## config.mk

```make
export PLATFORM = sky130hd
export DESIGN_NAME = led_cnt_multi
export DESIGN_NICKNAME = d
export VERILOG_FILES = /design/src/rtl/led_cnt_pkg.sv /design/src/rtl/led_cnt_chan.sv /design/src/rtl/led_cnt_multi.sv
export SDC_FILE = /design/constraint.sdc
export NUM_CORES = 1
export LEC_CHECK = 0
export ABC_AREA = 1
export BUFFER_PORTS_ARGS = -buffer_cell sky130_fd_sc_hd__clkbuf_2
export CORE_ASPECT_RATIO = 0.7
export CORE_UTILIZATION = 45
export DETAILED_ROUTE_END_ITERATION = 8
export GPL_TIMING_DRIVEN = 0
export SLEW_MARGIN = 5
export SYNTH_ARGS = -nofsm -noshare
export SYNTH_HDL_FRONTEND = slang
export SYNTH_SLANG_ARGS = --single-unit
```

## constraint.sdc

```tcl
create_clock -name clk100 -period 2 [get_ports clk100]
set_input_delay 0.3 -clock clk100 [delete_from_list [all_inputs] [get_ports clk100]]
set_output_delay 0.3 -clock clk100 [all_outputs]
set_load 0.03 [all_outputs]
```

## src/rtl/led_cnt_pkg.sv

```systemverilog
// Shared definitions for the multi-channel LED counter.
//   led_mode_e : per-channel run-time mode (OFF/ON/BLINK/PULSE)
//   MAX_LEDS   : upper bound on the number of channels the top accepts
package led_cnt_pkg;

  localparam int MAX_LEDS = 16;

  typedef enum logic [1:0] {
    MODE_OFF   = 2'd0,
    MODE_ON    = 2'd1,
    MODE_BLINK = 2'd2,
    MODE_PULSE = 2'd3
  } led_mode_e;

endpackage

```

## src/rtl/led_cnt_chan.sv

```systemverilog
// One LED channel: mode/divider registers, a free-running counter and
// registered led/wrap outputs.
// Ports:
//   clk100  in  clock, rising edge
//   rst     in  synchronous active-high reset
//   ld      in  load strobe: takes mode/div this edge and restarts the phase
//   mode    in  new mode (led_mode_e encoding)
//   div     in  new terminal count
//   led_o   out registered LED drive
//   wrap_o  out registered one-cycle pulse on counter wrap
module led_cnt_chan
  import led_cnt_pkg::*;
#(
  parameter int               CNT_W    = 27,
  parameter logic [CNT_W-1:0] DEF_DIV  = CNT_W'(32'd49_999_999),
  parameter led_mode_e        DEF_MODE = MODE_BLINK
) (
  input  logic             clk100,
  input  logic             rst,
  input  logic             ld,
  input  logic [1:0]       mode,
  input  logic [CNT_W-1:0] div,
  output logic             led_o,
  output logic             wrap_o
);

  led_mode_e        mode_q, mode_d;
  logic [CNT_W-1:0] div_q, div_d;
  logic [CNT_W-1:0] cnt_q, cnt_d;
  logic             led_q, led_d;
  logic             wrap_q, wrap_d;
  logic             term;

  // cnt never passes div, so equality is the only terminal test needed.
  assign term = (cnt_q == div_q);

  always_comb begin
    mode_d = mode_q;
    div_d  = div_q;
    cnt_d  = cnt_q;
    led_d  = led_q;
    wrap_d = 1'b0;
    if (ld) begin
      // A load beats a terminal event on the same edge: the phase restarts
      // from zero with the LED dark and no wrap pulse.
      mode_d = led_mode_e'(mode);
      div_d  = div;
      cnt_d  = '0;
      led_d  = 1'b0;
    end else begin
      unique case (mode_q)
        MODE_OFF: begin
          cnt_d = '0;
          led_d = 1'b0;
        end
        MODE_ON: begin
          cnt_d = '0;
          led_d = 1'b1;
        end
        MODE_BLINK: begin
          if (term) begin
            cnt_d  = '0;
            wrap_d = 1'b1;
            led_d  = ~led_q;
          end else begin
            cnt_d = cnt_q + CNT_W'(1);
          end
        end
        MODE_PULSE: begin
          if (term) begin
            cnt_d  = '0;
            wrap_d = 1'b1;
            led_d  = 1'b1;
          end else begin
            cnt_d = cnt_q + CNT_W'(1);
            led_d = 1'b0;
          end
        end
        default: begin
          cnt_d = '0;
          led_d = 1'b0;
        end
      endcase
    end
  end

  always_ff @(posedge clk100) begin
    if (rst) begin
      mode_q <= DEF_MODE;
      div_q  <= DEF_DIV;
      cnt_q  <= '0;
      led_q  <= 1'b0;
      wrap_q <= 1'b0;
    end else begin
      mode_q <= mode_d;
      div_q  <= div_d;
      cnt_q  <= cnt_d;
      led_q  <= led_d;
      wrap_q <= wrap_d;
    end
  end

  assign led_o  = led_q;
  assign wrap_o = wrap_q;

endmodule

```

## src/rtl/led_cnt_multi.sv

```systemverilog
// NUM_LEDS independent LED channels, each with a run-time mode and divider,
// configured through a single-cycle write strobe. Also drives a constant
// version word.
// Ports:
//   clk100    in  100 MHz clock, rising edge
//   rst       in  synchronous active-high reset
//   cfg_we    in  config write strobe
//   cfg_sel   in  target channel index (writes to indices >= NUM_LEDS are ignored)
//   cfg_mode  in  0=OFF 1=ON 2=BLINK 3=PULSE
//   cfg_div   in  terminal count for the channel counter
//   leds_o    out registered LED drive, bit i = channel i
//   wrap_o    out registered wrap pulse, bit i = channel i
//   version   out constant VERS
//
// Write handshake: there is no ready. cfg_we is a one-cycle strobe and the
// selected channel always accepts cfg_mode/cfg_div on the edge where cfg_we
// is high; back-to-back strobes are accepted every cycle. A strobe on an
// edge where rst is high is dropped.
module led_cnt_multi
  import led_cnt_pkg::*;
#(
  parameter int          NUM_LEDS = 2,
  parameter int          CNT_W    = 27,
  parameter logic [31:0] DEF_DIV  = 32'd49_999_999,
  parameter led_mode_e   DEF_MODE = MODE_BLINK,
  parameter logic [31:0] VERS     = 32'hCCCC_0100
) (
  input  logic                clk100,
  input  logic                rst,
  input  logic                cfg_we,
  input  logic [3:0]          cfg_sel,
  input  logic [1:0]          cfg_mode,
  input  logic [CNT_W-1:0]    cfg_div,
  output logic [NUM_LEDS-1:0] leds_o,
  output logic [NUM_LEDS-1:0] wrap_o,
  output logic [31:0]         version
);

  if (NUM_LEDS < 1 || NUM_LEDS > MAX_LEDS) begin : g_bad_num_leds
    $error("led_cnt_multi: NUM_LEDS=%0d outside 1..%0d", NUM_LEDS, MAX_LEDS);
  end

  if (CNT_W < 2 || CNT_W > 32) begin : g_bad_cnt_w
    $error("led_cnt_multi: CNT_W=%0d outside 2..32", CNT_W);
  end

  if (CNT_W < 32 && (DEF_DIV >> CNT_W) != 32'd0) begin : g_bad_def_div
    $error("led_cnt_multi: DEF_DIV does not fit in CNT_W=%0d bits", CNT_W);
  end

  assign version = VERS;

  for (genvar i = 0; i < NUM_LEDS; i++) begin : g_chan
    logic ld;
    // Out-of-range selects match no channel, so such writes fall away here.
    assign ld = cfg_we && (cfg_sel == 4'(i));

    led_cnt_chan #(
      .CNT_W   (CNT_W),
      .DEF_DIV (DEF_DIV[CNT_W-1:0]),
      .DEF_MODE(DEF_MODE)
    ) u_chan (
      .clk100(clk100),
      .rst   (rst),
      .ld    (ld),
      .mode  (cfg_mode),
      .div   (cfg_div),
      .led_o (leds_o[i]),
      .wrap_o(wrap_o[i])
    );
  end

endmodule

```

==> impl_metrics.toml, run 1 <==
[floorplan]
start_util = 0.469
io_pins = 72
rows = 34
die_x_um = 139
fp.dieH_um = 97.8
coreArea_um2 = 12600
die-area_um2 = 13600

[timing]
skew_ps = 10.6
max_freq_mhz = 536
fin_setup_tns_ps = 0
drv_slew = 0
period_needed_ps = 1860
setup_ws_ps = 136
worstMarginPinSlew_ps = 622
finalHoldViolations = 0
layout_worst_path_cycle_share = 0.932
rsz0062_at_grt = "no"
slew_headroom = 0.585
setup_viol = 0
hold_ws_ps = 111

[grt]
grt_pass1_wl_mm = 23.8
grt_pass1_vias = 4897
grt_max_degree = 17
overflow = 0
grt_use_total = 0.227
antenna_found_initial = 0

[power]
powerDensity_nw_per_um2 = 851
vdd_ir_drop_max_mv = 0.666
p_total_w = 0.00600
power.leakage_nw = 2.96

[setup_path]
end_kind = "flip-flop"
critPathRequiredTime_ps = 2310
r2r_slack_ps = 140
start_kind = "flip-flop"
criticalPathCategory = "reg2reg"
crit_fanout = 10
arrival_ps = 2170

[synth]
avgSynthCellArea_um2 = 7.18
synth.area.mux_share = 0
synthTopCellsByArea = "dfxtp_1 39%, nand2_1 13%, nor2_1 6.8%, xnor2_1 6.4%, inv_1 5.4%"
synthArstFlopShare = 0
yosys.area.top_type = "dfxtp_1"
synth_top_family_by_area = "simple AND/OR/NAND/NOR gates"
synth_edf_count = 0
syn-cell-area_um2 = 5910
synth_adder_area_share = 0.00424
synth_compound_gate_area_share = 0.0511
yosysTopAreaCellShare = 0.393
post-synth-top-count-cell = "nand2_1"
synth-xor-area-share = 0.105
ys_types = 34
yosys_warnings = 0
ys_seq_area_frac = 0.393
synth-seq-cells = 116
synthTopCellsByCount = "208 x nand2_1, 116 x dfxtp_1, 107 x nor2_1"
synthSimpleGateAreaFrac = 0.324
synth_flop_cell = "dfxtp_1"
netlist_instances = 822

[place]
hpwl_mm = 11.3
io_buffers = 39
routabilityCongestion = 0.862
place_ws_ps = 121

[final_layout]
final_nets = 948
multiInputGateArea_um2 = 2980
antenna_cells = 0
seq_area_um2 = 2320
fin_util = 0.560
areaGrowthSynthToFinish_pct = 19.4
fillCellCount = 1240
drive_gt1_frac = 0.165

[route]
num_vias = 5174
drc = 6
drt_iter0_drc = 303
ant_nets = 0
vias_per_cell = 4.77
wirelength_mm = 14.3
wl_per_cell_um = 13.2
drt_first_pass_iters = 6

[clocking]
clock-root-buffer = "clkbuf_16"
cts_tree = "built"
cts.sinks = 116
numCtsBuffers = 17
clk_latency_ps = 420
clkTransAtPathRegs_ps = 50
cts_resized = 0
cts_htree_levels = 4
hold_buffers = 0
cts_buffer_depth = 2
postCtsSetupBuffers = 0

[outcome]
status = "finished, violations left"
violations = "DRC"

[hold_path]
holdCritPathClass = "in2reg"

[job]
maxCapViolations = 0
[registers in the layout, summed over array words and instances, names as in the netlist]
name / count
g_chan.u_chan.cnt_q: 54
g_chan.u_chan.div_q: 54
g_chan.u_chan.led_o: 2
g_chan.u_chan.mode_q: 4
g_chan.u_chan.wrap_o: 2
[logic make-up (layout without fill, tap and decap cells)]
logic type / after synthesis / in the layout
XOR/XNOR: 71 / 71
AND/OR/NAND/NOR: 424 / 424
adder cells (fa/ha/maj): 2 / 2
AO/OA/AOI/OAI: 57 / 57
flip-flops: 116 / 116
other: 2 / 32
buffers and inverters: 150 / 221
[layout make-up]
| cell class | count | share of cell area |
|---|---|---|
| Inverter | 87 | 0.0463 |
| Timing Repair Buffer | 39 | 0.0277 |
| Clock buffer | 23 | 0.0678 |
| Multi-Input combinational cell | 586 | 0.422 |
| Tap cell | 162 | 0.0287 |
| Buffer | 63 | 0.0564 |
| Sequential cell | 116 | 0.329 |
| Clock inverter | 9 | 0.0213 |
[power breakdown]
| group | total (W) | internal, W | leakage, nW | switching (W) |
|---|---|---|---|---|
| logic | 0.000392 | 0.000142 | 1.72 | 0.000250 |
| registers | 0.00238 | 0.00235 | 0.939 | 0.0000312 |
| clock network | 0.00323 | 0.00218 | 0.303 | 0.00105 |
[layer usage]
| metal | part of all wire | GRT usage |
|---|---|---|
| met5 | 0 | 0 |
| met2 | 0.40 | 0.323 |
| met4 | 0.012 | 0.0795 |
| met1 | 0.52 | 0.333 |
| met3 | 0.065 | 0.0515 |
[stage by stage]
| stage | cell area, um^2 | std cells |
|---|---|---|
| floorplan | 6020 | 852 |
| global placement | 6420 | 1053 |
| detailed placement | 6420 | 1053 |
| CTS | 7040 | 1085 |
| global route | 7050 | 1085 |
| finish | 7050 | 1085 |
[critical path, cell delays in order, from the launching register on]
cell and delay (ps):
dfxtp_1 320, clkbuf_2 180, xnor2_1 130, nand2_1 100
nor2_1 90, nand2_1 90, nor2_1 220, nand2_2 140
nand4_4 170, clkbuf_4 240, nor2_1 60
[layout by cell type, fill, tap and decap left out, types with 7 or more instances in the layout]
cell type,instances
nand2_1,208
dfxtp_1,116
nor2_1,107
inv_1,85
clkbuf_2,44
xnor2_1,43
nand3_1,42
buf_4,37
conb_1,32
a21oi_1,28
xor2_1,28
o21ai_0,21
clkbuf_1,17
clkbuf_16,17
nor3_1,16
nand4_1,13
nand3_2,8
nor2_4,7
[final timing paths]
check / from / end / cells past startpoint
hold / removal: cfg_div[0] / g_chan[1].u_chan.div_q[0]$_SDFFE_PP1P_ / 3
setup reg to reg: g_chan[0].u_chan.cnt_q[14]$_SDFF_PP0_ / g_chan[0].u_chan.cnt_q[14]$_SDFF_PP0_ / 10
setup / recovery: g_chan[0].u_chan.cnt_q[14]$_SDFF_PP0_ / g_chan[0].u_chan.cnt_q[14]$_SDFF_PP0_ / 10
hold reg to reg: g_chan[1].u_chan.cnt_q[0]$_SDFF_PP0_ / g_chan[1].u_chan.cnt_q[0]$_SDFF_PP0_ / 1
No activity file was read; power rests on OpenSTA's default activity.
==> run 2, diff against run 1 <==
- CAP_MARGIN: not set -> 20
- CORE_UTILIZATION: 45 -> 54
- PLACE_DENSITY: not set -> 0.75
- RECOVER_POWER: not set -> 25
==> run 2 against run 1 <==
The flow now finishes without violations. Count of clock-buffer cells in the layout is 4 higher. Register-to-register slack gained 30 ps. Non-clock buffer count unchanged. Fmax rose by 1.7%. Critical path depth shrank 3. Sequential cell count is the same. Combinational power about the same. Sequential share of layout area grew 0.46 points. Largest cell class unchanged.
==> impl_metrics.toml, run 2 (synthesis results as in run 1) <==
[outcome]
status = "finished, final reports clean"

[route]
drt_iter0_drc = 417
drt_first_pass_iters = 5
num_vias = 5232
drc = 0
wirelength_mm = 14.1
wl_per_cell_um = 13.4
ant_nets = 0
vias_per_cell = 4.97

[timing]
slew_headroom = 0.589
max_freq_mhz = 546
skew_ps = 9.00
rsz0062_at_grt = "no"
finalHoldViolations = 0
fin_setup_tns_ps = 0
period_needed_ps = 1830
layout_worst_path_cycle_share = 0.916
setup_viol = 0
worstMarginPinSlew_ps = 616
drv_slew = 0
setup_ws_ps = 167

[place]
place_area_um2 = 6380
routabilityCongestion = 0.849
io_buffers = 39
place_ws_ps = 191
hpwl_mm = 10.6

[power]
p_int_w = 0.00445
seqPwrFrac = 0.415
p_total_w = 0.00575
power.leakage_nw = 2.93
pwr-share-clk = 0.517
comb_power_share = 0.068
switchingPower_w = 0.00130
vdd_ir_drop_max_mv = 0.658
powerDensity_nw_per_um2 = 826
netSwitchingFraction = 0.226

[clocking]
clkTransAtPathRegs_ps = 50
cts_htree_levels = 4
cts_buffer_depth = 2
clk_latency_ps = 420
numCtsBuffers = 17
clock-root-buffer = "clkbuf_16"
cts.sinks = 116
hold_buffers = 0
cts_tree = "built"

[final_layout]
drive_gt1_frac = 0.154
multiInputGateArea_um2 = 2980
final_common_cell = "nand2_1"
finalInstanceArea_um2 = 6950
fin_util = 0.664
final_nets = 948
fillCellCount = 963
seq_area_um2 = 2320
final_cell_mix = "208 x nand2_1, 116 x dfxtp_1, 106 x nor2_1, 86 x inv_1"
reg.largest.list = "g_chan.u_chan.cnt_q x54, g_chan.u_chan.div_q x54, g_chan.u_chan.mode_q x4"
antenna_cells = 0
areaGrowthSynthToFinish_pct = 17.8

[setup_path]
crit_family = "simple AND/OR/NAND/NOR gates"
start_kind = "flip-flop"
crit_path_top_delay_cell = "dfxtp_1"
crit_path_max_incr_delay_ps = 440
cp.buffers_inverters = 1
cp.depth = 7
path_cells = "xnor2_1 -> nand4_1 -> nor2_1 -> nand2_2 -> nand3_2 -> buf_2 -> nor2_1"
criticalPathCategory = "reg2reg"
critPathRequiredTime_ps = 2300
reg2reg_depth = 7
crit_fanout = 10
crit_path_frequent_cell = "nor2_1"
arrival_ps = 2130
end_kind = "flip-flop"

[grt]
antenna_found_initial = 0
overflow = 0
grt_pass1_vias = 4647
grt_use_total = 0.268
grt_max_degree = 17
grt_pass1_wl_mm = 22.8

[floorplan]
start_util = 0.564
rows = 31
fp.dieH_um = 89.5
die_x_um = 127
coreArea_um2 = 10500
io_pins = 72
die-area_um2 = 11400

[hold_path]
whs_path_depth = 3
holdCritPathClass = "in2reg"

[job]
maxCapViolations = 0
-- run 2: power groups by stage --
stage | Clock (W) | Sequential (W) | Combinational [W]
final | 0.00297 | 0.00238 | 0.000389
after floorplan | 0 | 0.00242 | 0.000282
after CTS | 0.00302 | 0.00238 | 0.000385
after detailed placement | 0 | 0.00243 | 0.000382
after global placement | 0 | 0.00243 | 0.000379
after global routing | 0.00311 | 0.00239 | 0.000426
-- run 2: final cells by class --
type / count / area share
buffer: 63 / 0.0563
clock buffer: 27 / 0.0781
clock inverter: 3 / 0.00576
inverter: 87 / 0.0470
multi-input combinational: 586 / 0.428
sequential: 116 / 0.334
tap: 132 / 0.0237
timing repair buffer: 39 / 0.0272
-- run 2: per-layer routing --
layer	vias up	GRT usage	routed length (um)
li1	2665	-	-
met1	2363	0.382	7280
met2	189	0.398	5620
met3	15	0.0646	1080
met4	0	0.0844	154
met5	-	0	0
-- run 2: timing repair --
action | CTS | global route
gates resized for setup | 0 | 5
endpoints found under the setup margin | 0 | 21
setup buffers | 0 | 0
-- run 2: metrics by stage --
step	hold slack, ps	instances
after floorplan	400	852
after global placement	456	1023
after detailed placement	459	1023
after CTS	97.9	1053
after global routing	112	1053
final	113	1053
-- run 2: worst min-delay path, cell delays in order --
cell and delay (ps):
clkbuf_2 90, nand2_1 50, nand3_1 50
-- run 2: final timing paths --
kind	from	to	slack [ps]
hold / removal	cfg_div[4]	g_chan[1].u_chan.div_q[4]$_SDFFE_PP1P_	110
setup / recovery	g_chan[1].u_chan.cnt_q[15]$_SDFF_PP0_	g_chan[1].u_chan.cnt_q[8]$_SDFF_PP0_	170
hold reg to reg	g_chan[0].u_chan.mode_q[0]$_SDFFE_PP0P_	g_chan[0].u_chan.mode_q[0]$_SDFFE_PP0P_	480
setup reg to reg	g_chan[1].u_chan.cnt_q[15]$_SDFF_PP0_	g_chan[1].u_chan.cnt_q[8]$_SDFF_PP0_	170
==> run 3, diff against run 2 <==
- CORE_UTILIZATION: 54 -> 58
- PLACE_DENSITY: 0.75 -> 0.8
==> run 3 against run 2 <==
Final area up 0.72%. Fmax down 0.14%. Clock power up 11%. Highest routed layer unchanged. Largest cell class unchanged. Via count up 1.3%. Cell count down 0.19%. Global-route usage up 2.1 points.
==> impl_metrics.toml, run 3 (synthesis results as in run 1) <==
[final_layout]
reg.largest.list = "g_chan.u_chan.cnt_q x54, g_chan.u_chan.div_q x54, g_chan.u_chan.mode_q x4"
antenna_cells = 0
final_common_cell = "nand2_1"
final_cell_mix = "208 x nand2_1, 116 x dfxtp_1, 107 x nor2_1, 85 x inv_1"
areaGrowthSynthToFinish_pct = 18.6
fin_util = 0.715
final_nets = 948
drive_gt1_frac = 0.157

[route]
ant_nets = 0
vias_per_cell = 5.04
drt_iter0_drc = 430
num_vias = 5299
drc = 0
wl_per_cell_um = 13.5
wirelength_mm = 14.2
drt_first_pass_iters = 5

[timing]
fin_setup_tns_ps = 0
slew_headroom = 0.604
layout_worst_path_cycle_share = 0.918
period_needed_ps = 1840
drv_slew = 0
rsz0062_at_grt = "no"
finalHoldViolations = 0
max_freq_mhz = 545
setup_viol = 0
setup_ws_ps = 165
skew_ps = 9.82
worstMarginPinSlew_ps = 594

[floorplan]
die-area_um2 = 10600
coreArea_um2 = 9800
start_util = 0.603
fp.dieH_um = 86.4
rows = 30
die_x_um = 123
io_pins = 72

[clocking]
cts_buffer_depth = 2
clkTransAtPathRegs_ps = 50
numCtsBuffers = 17
hold_buffers = 0
cts_resized = 0
cts_htree_levels = 4
cts_tree = "built"
clk_latency_ps = 420
clock-root-buffer = "clkbuf_16"
postCtsSetupBuffers = 0
cts.sinks = 116

[grt]
grt_max_degree = 17
grt_pass1_wl_mm = 23.1
overflow = 0
antenna_found_initial = 0
grt_pass1_vias = 4839
grt_use_total = 0.289

[setup_path]
end_kind = "flip-flop"
crit_path_max_incr_delay_ps = 300
crit_path_frequent_cell = "nor2_1"
criticalPathCategory = "reg2reg"
crit_path_top_delay_cell = "dfxtp_1"
critPathRequiredTime_ps = 2300
crit_fanout = 10
start_kind = "flip-flop"
path_cells = "clkbuf_2 -> xnor2_1 -> nand2_1 -> nor2_1 -> nand2_1 -> nor2_1 -> nand2_2 -> nand4_4 -> buf_2 -> nor2_1"
arrival_ps = 2130

[place]
place_ws_ps = 188
routabilityCongestion = 0.878
io_buffers = 39
hpwl_mm = 10.5

[hold_path]
holdCritPathClass = "in2reg"

[power]
powerDensity_nw_per_um2 = 867
vdd_ir_drop_max_mv = 0.688
power.leakage_nw = 2.95

[outcome]
status = "finished, final reports clean"

[job]
maxCapViolations = 0
## run 3: cell types whose count changed in the layout (fill, tap and decap cells not counted), sizes merged
| cell | previous run | this run |
|---|---|---|
| clkinvlp | 0 | 1 |
| bufinv | 1 | 4 |
| clkbuf | 88 | 84 |
| clkinv | 2 | 4 |
## run 3: final timing paths
kind	end	startpoint	cells past startpoint	slack, ps
worst max-delay path	g_chan[0].u_chan.cnt_q[17]$_SDFF_PP0_	g_chan[0].u_chan.cnt_q[20]$_SDFF_PP0_	10	160
worst min-delay path	g_chan[1].u_chan.div_q[4]$_SDFFE_PP1P_	cfg_div[4]	3	100
worst max register to register	g_chan[0].u_chan.cnt_q[17]$_SDFF_PP0_	g_chan[0].u_chan.cnt_q[20]$_SDFF_PP0_	10	160
worst min register to register	g_chan[0].u_chan.div_q[9]$_SDFFE_PP0P_	g_chan[0].u_chan.div_q[9]$_SDFFE_PP0P_	2	470
## run 3: power breakdown
group	internal (W)	total, W	switching [W]	leakage (nW)
Combinational	0.000138	0.000387	0.000248	1.69
Clock	0.00224	0.00331	0.00106	0.319
Sequential	0.00235	0.00238	0.0000314	0.939
Total	0.00473	0.00608	0.00134	2.95
## run 3: metrics by stage
| stage | cell area [um^2] | instances | hold slack (ps) | total power [W] |
|---|---|---|---|---|
| finish | 7000 | 1051 | 102 | 0.00608 |
| global route | 7000 | 1051 | 116 | 0.00624 |
| CTS | 7020 | 1051 | 94.9 | 0.00608 |
| detailed placement | 6370 | 1019 | 462 | 0.00281 |
| global placement | 6370 | 1019 | 459 | 0.00281 |
| floorplan | 6020 | 852 | 400 | 0.00271 |
## run 3: per-layer routing
layer,up-vias,GRT usage,wire [um]
li1,2664,-,-
met2,229,0.428,5870
met1,2390,0.416,6840
met5,-,0,0
met4,0,0.0654,149
met3,16,0.0776,1370
## run 3: worst max-delay path: cells and delay by family, from the launching register on
kind                      cells  cell delay (ps)
DFF                           1              300
buffers and inverters         2              440
xor gates and xnor gates      1              140
and+or+nand+nor               7              830
## run 3: final cells by class
| class | count | area [um^2] |
|---|---|---|
| Buffer | 63 | 387 |
| Tap cell | 128 | 160 |
| Fill cell | 828 | 2790 |
| Timing Repair Buffer | 39 | 189 |
| Inverter | 87 | 327 |
| Multi-Input combinational cell | 586 | 2970 |
| Clock inverter | 9 | 148 |
| Clock buffer | 23 | 498 |
| Sequential cell | 116 | 2320 |
